**config.mk**
```make
export PLATFORM = sky130hd
export DESIGN_NAME = sync_fifo
export DESIGN_NICKNAME = d
export VERILOG_FILES = /design/src/rtl/fifo_pkg.sv /design/src/rtl/sync_fifomem.sv /design/src/rtl/sync_fifo.sv
export SDC_FILE = /design/constraint.sdc
export NUM_CORES = 1
export LEC_CHECK = 0
export ABC_CLOCK_PERIOD_IN_PS = 3600
export CORE_ASPECT_RATIO = 1.75
export CORE_MARGIN = 5
export CORE_UTILIZATION = 60
export CTS_BUF_LIST = sky130_fd_sc_hd__clkbuf_4 sky130_fd_sc_hd__clkbuf_8
export CTS_CLUSTER_DIAMETER = 30
export CTS_CLUSTER_SIZE = 12
export DETAILED_ROUTE_END_ITERATION = 10
export PLACE_DENSITY = 0.87
export SLEW_MARGIN = 30
export SYNTH_ARGS = -nofsm -noshare
export SYNTH_HDL_FRONTEND = slang
export SYNTH_SLANG_ARGS = --single-unit
```
**constraint.sdc**
```tcl
create_clock -name clk -period 3.6 [get_ports clk]
set_input_delay 0.72 -clock clk [delete_from_list [all_inputs] [get_ports clk]]
set_output_delay 0.72 -clock clk [all_outputs]
set_load 0.05 [all_outputs]
```
**src/rtl/fifo_pkg.sv**
```systemverilog
// Shared constants and sizing helpers for the FIFO family.
package fifo_pkg;

  // Read-mode selectors for the FWFT parameter
  localparam int unsigned FWFT_STD = 0;
  localparam int unsigned FWFT_ON  = 1;

  // Occupancy counter width: one extra bit so DEPTH itself is representable
  function automatic int unsigned cnt_width(input int unsigned asize);
    return asize + 1;
  endfunction

  // Number of entries addressed by an asize-bit pointer
  function automatic int unsigned fifo_depth(input int unsigned asize);
    return 32'd1 << asize;
  endfunction

endpackage

```
**src/rtl/sync_fifomem.sv**
```systemverilog
// DSIZE x DEPTH storage: synchronous write port, asynchronous read port.
module sync_fifomem
  import fifo_pkg::*;
#(
  parameter int unsigned DSIZE = 8,
  parameter int unsigned ASIZE = 4
) (
  input  logic             clk,
  input  logic             we_i,
  input  logic [ASIZE-1:0] waddr_i,
  input  logic [DSIZE-1:0] wdata_i,
  input  logic [ASIZE-1:0] raddr_i,
  output logic [DSIZE-1:0] rdata_o
);

  localparam int unsigned DEPTH = fifo_depth(ASIZE);

  logic [DSIZE-1:0] mem_q [DEPTH];

  // Write port; contents are deliberately not reset
  always_ff @(posedge clk) begin
    if (we_i) mem_q[waddr_i] <= wdata_i;
  end

  assign rdata_o = mem_q[raddr_i];

endmodule

```
**src/rtl/sync_fifo.sv**
```systemverilog
// Single-clock FIFO with optional first-word-fall-through, occupancy count,
// programmable almost flags and sticky overflow/underflow.
module sync_fifo
  import fifo_pkg::*;
#(
  parameter int unsigned DSIZE      = 8,
  parameter int unsigned ASIZE      = 4,
  parameter int unsigned FWFT       = FWFT_STD,
  parameter int unsigned AFULL_LVL  = (32'd1 << ASIZE) - 2,
  parameter int unsigned AEMPTY_LVL = 2
) (
  input  logic                          clk,
  input  logic                          rst,
  input  logic                          winc,
  input  logic [DSIZE-1:0]              wdata,
  output logic                          wfull,
  output logic                          walmost_full,
  input  logic                          rinc,
  output logic [DSIZE-1:0]              rdata,
  output logic                          rempty,
  output logic                          ralmost_empty,
  output logic [cnt_width(ASIZE)-1:0]   count,
  output logic                          overflow,
  output logic                          underflow
);

  localparam int unsigned DEPTH = fifo_depth(ASIZE);
  localparam int unsigned CW    = cnt_width(ASIZE);

  logic [ASIZE-1:0] waddr_q, waddr_d;
  logic [ASIZE-1:0] raddr_q, raddr_d;
  logic [CW-1:0]    count_q, count_d;
  logic             ovf_q, ovf_d;
  logic             unf_q, unf_d;
  logic             wr_en, rd_en;
  logic [DSIZE-1:0] mem_rdata;

  // Flags come from the count register only
  assign wfull         = (count_q == CW'(DEPTH));
  assign rempty        = (count_q == CW'(0));
  assign walmost_full  = (count_q >= CW'(AFULL_LVL));
  assign ralmost_empty = (count_q <= CW'(AEMPTY_LVL));
  assign count         = count_q;
  assign overflow      = ovf_q;
  assign underflow     = unf_q;

  assign wr_en = winc && !wfull;
  assign rd_en = rinc && !rempty;

  // Next-state for pointers, occupancy and sticky error flags
  always_comb begin
    waddr_d = waddr_q;
    raddr_d = raddr_q;
    count_d = count_q;
    ovf_d   = ovf_q;
    unf_d   = unf_q;
    if (wr_en) waddr_d = waddr_q + ASIZE'(1);
    if (rd_en) raddr_d = raddr_q + ASIZE'(1);
    case ({wr_en, rd_en})
      2'b10:   count_d = count_q + CW'(1);
      2'b01:   count_d = count_q - CW'(1);
      default: count_d = count_q;
    endcase
    if (winc && wfull)  ovf_d = 1'b1;
    if (rinc && rempty) unf_d = 1'b1;
  end

  // State register with synchronous reset taking priority over requests
  always_ff @(posedge clk) begin
    if (rst) begin
      waddr_q <= '0;
      raddr_q <= '0;
      count_q <= '0;
      ovf_q   <= 1'b0;
      unf_q   <= 1'b0;
    end else begin
      waddr_q <= waddr_d;
      raddr_q <= raddr_d;
      count_q <= count_d;
      ovf_q   <= ovf_d;
      unf_q   <= unf_d;
    end
  end

  // Writes on a reset edge are dropped so stale data never lands in memory
  sync_fifomem #(
    .DSIZE (DSIZE),
    .ASIZE (ASIZE)
  ) u_mem (
    .clk     (clk),
    .we_i    (wr_en && !rst),
    .waddr_i (waddr_q),
    .wdata_i (wdata),
    .raddr_i (raddr_q),
    .rdata_o (mem_rdata)
  );

  if (FWFT == FWFT_ON) begin : g_fwft
    // Head word presented directly; zero while nothing is stored
    assign rdata = rempty ? '0 : mem_rdata;
  end else begin : g_std
    logic [DSIZE-1:0] rdata_q;

    // Registered read: capture the head word on each accepted pop
    always_ff @(posedge clk) begin
      if (rst)        rdata_q <= '0;
      else if (rd_en) rdata_q <= mem_rdata;
    end

    assign rdata = rdata_q;
  end

endmodule

```
==> impl_metrics.csv <==
group,metric,value,unit
run_status,outcome,"finished, final reports clean",
grt,grt_pass1_vias,3510,
placement,dp_cells,524,
logic_synthesis,netlist_instances,371,
logic_synthesis,ys_types,36,
die,ios,31,
clock_tree,path_clk_slew,80,ps
grt,grt_max_degree,32,
die,die_area,0.0122,sq mm
clock_tree,clk_path_buf_depth,2,
clock_tree,clock-sinks,151,
final_layout,final_cell_mix,"128 x edfxtp_1, 53 x nor2_1, 34 x mux2i_1",
final_layout,final_area,0.00691,sq mm
critical_path,cp-startpoint,"count[0]",
power_and_ir_drop,power,4.68,mW
clock_tree,clk_latency,440,ps
final_layout,final_common_cell,"edfxtp_1",
drt,wl_per_cell,21.5,um
critical_path,path_max_fanout,6,
sta,hold_violations,0,
drt,drc,0,
critical_path,rr_worst_depth,11,
critical_path,cp.required,2880,ps
clock_tree,cts_root_buf,"clkbuf_8",
sta,drv_slew,0,
die,start_util,61.1,%
critical_path,path_cells,"nor4_2, and2_1, clkdlybuf4s50_1",
critical_path,critPathSlowestCell,"clkdlybuf4s50_1",
power_and_ir_drop,p_seq_share,45.2,%
power_and_ir_drop,switching_share,32.0,%
die,core,0.00985,sq mm
hold_path,hold_start,"overflow",
critical_path,critPathMaxStageDelay,810,ps
final_layout,syn2layout_area_growth,15.0,%
final_layout,multi_input_area,0.00158,sq mm
logic_synthesis,synth_area,0.00601,sq mm
final_layout,fin_nets,440,
sta,finClkSkew,13.5,ps
sta,fin_setup_tns,0,ps
power_and_ir_drop,p_comb_share,26.9,%
sta,setup_violations,0,
logic_synthesis,synth_nets,393,
clock_tree,ctsHoldBuffers,0,
clock_tree,cts_tree,"done",
final_layout,ff_latch_area,0.00431,sq mm
sta,worst_pin_slew,887,ps
placement,preCtsSetupSlack,276,ps
die,fp.dieH,142,um
drt,dr.pass1.iters,4,
sta,rsz0062_at_grt,"false",
sta,period_share,85.2,%
power_and_ir_drop,power_frac_clock,28.0,%
final_layout,fill_cells,607,
critical_path,crit_cells,3,
logic_synthesis,synth_seq_area_share,71.6,%
drt,ant_nets,0,
power_and_ir_drop,powerDensity,677,mW/mm^2
drt,wl,12.0,mm
logic_synthesis,synthArstFlopShare,0,%
clock_tree,cts_buffers,17,
critical_path,end_kind,"output port",
grt,grt_pass1_wl,18.7,mm
final_layout,drive_gt1_share,16.2,%
die,die_w,85.7,um
critical_path,crit_arrival,2350,ps
drt,vias_per_cell,6.06,
placement,io_buffer_count,30,
placement,placed_area,0.00650,sq mm
job,max_cap_violations,0,
grt,grt_overflow_total,0,
final_layout,fin_util,70.2,%
placement,gp_congestion,0.912,
sta,whs,488,ps
sta,finalWorstSetupSlack,533,ps
sta,max_slew_margin,40.8,%
critical_path,path_buf_inv,1,
clock_tree,post_cts_resize_count,0,
power_and_ir_drop,peakVddDrop,606,uV
logic_synthesis,yosysWarnings,0,
logic_synthesis,synth-main-ff-cell,"edfxtp_1",
placement,dp_hpwl,7.99,mm
hold_path,holdPathStages,2,
critical_path,startpoint_type,"register",
die,rows,48,
power_and_ir_drop,internal-power,3.18,mW
drt,vias,3372,
power_and_ir_drop,leakagePower,2.22,nW
logic_synthesis,synth-seq-cells,151,
critical_path,cp_top_family,"buffers and inverters",
final_layout,final_cell_count_no_fill,556,
logic_synthesis,synth_edf_count,128,
sta,fmax,0.326,GHz
sta,min_period,3070,ps
logic_synthesis,synth_area_per_cell,16.2,sq um
critical_path,path_class,"reg -> out",
power_and_ir_drop,p_sw,1.50,mW
clock_tree,cts_setup_buffers,0,
grt,track_usage,21.1,%
grt,antenna_found_initial,0,
critical_path,worstReg2RegStart,"count[0]",
final_layout,n_antenna_cell,0,
drt,drt_iter0_markers,274,
hold_path,hold_path.class,"reg -> reg",
clock_tree,cts-htree-levels,4,
[power by group through the flow]
stage | Combinational (mW) | Sequential (mW) | Clock [mW]
finish | 1.26 | 2.11 | 1.31
detailed placement | 1.25 | 2.15 | 0
global placement | 1.21 | 2.14 | 0
CTS | 1.26 | 2.11 | 1.32
floorplan | 0.643 | 2.37 | 0
global route | 1.33 | 2.13 | 1.41
[worst paths after layout]
kind	end	slack [ps]
max	rempty	530
min	overflow	490
max reg2reg	count[4]	680
min reg2reg	overflow	490
[Yosys cell counts, types with 7 or more instances]
| cell | n | area share, % |
|---|---|---|
| mux4_2 | 16 | 6.0 |
| edfxtp_1 | 128 | 64 |
| nor2_1 | 53 | 3.3 |
| mux2i_1 | 34 | 5.7 |
| a311oi_1 | 8 | 1.2 |
| inv_1 | 8 | 0.50 |
| nand2_1 | 9 | 0.56 |
| buf_2 | 10 | 0.83 |
| dfxtp_1 | 23 | 7.7 |
| ha_1 | 9 | 1.9 |
| a22oi_1 | 8 | 1.0 |
| a21oi_1 | 7 | 0.58 |
| o22ai_1 | 16 | 1.7 |
[state kept, by name, indices dropped and copies added (netlist names)]
| name | count |
|---|---|
| overflow | 1 |
| u_mem.mem_q | 128 |
| count | 5 |
| raddr_q | 4 |
| waddr_q | 4 |
| rdata | 8 |
| underflow | 1 |
[kinds of logic (layout without fill, tap and decap cells)]
| family | after synthesis | in the layout | share of synthesized area (%) |
|---|---|---|---|
| AOI/OAI and AO/OA | 44 | 44 | 5.08 |
| xor gates and xnor gates | 8 | 8 | 1.17 |
| adders and majority gates | 10 | 10 | 2.21 |
| buffers and inverters | 27 | 87 | 2.21 |
| DFF | 151 | 151 | 71.6 |
| muxes | 51 | 51 | 11.8 |
| and+or+nand+nor | 80 | 80 | 5.93 |
[worst register-to-register path, stage by stage (launching register included)]
cell and delay, ps:
dfxtp_1 380, nor4_2 480, a21boi_2 120, inv_1 70, ha_1 220, inv_1 100, fa_1 390, nor2b_1 160
o21ai_0 120, nand3_1 110, or3b_1 350, mux2_1 320
[final cells by class]
cell class,instances,area share (%)
clock buffers,21,3.82
multi-input cells,193,22.8
flip-flops and latches,151,62.3
repair buffers,47,6.19
clock inverters,11,2.17
inverters,8,0.434
well taps,125,2.26
[per-layer routing]
metal	track usage, %	routed length (um)	part of all wire [%]	up-vias
met4	11.3	443	3.7	0
met2	39.2	6880	58	131
met3	5.50	633	5.3	32
li1	-	-	-	1517
met5	0	0	0	-
met1	20.9	4000	33	1692
No activity file was read; power rests on OpenSTA's default activity.
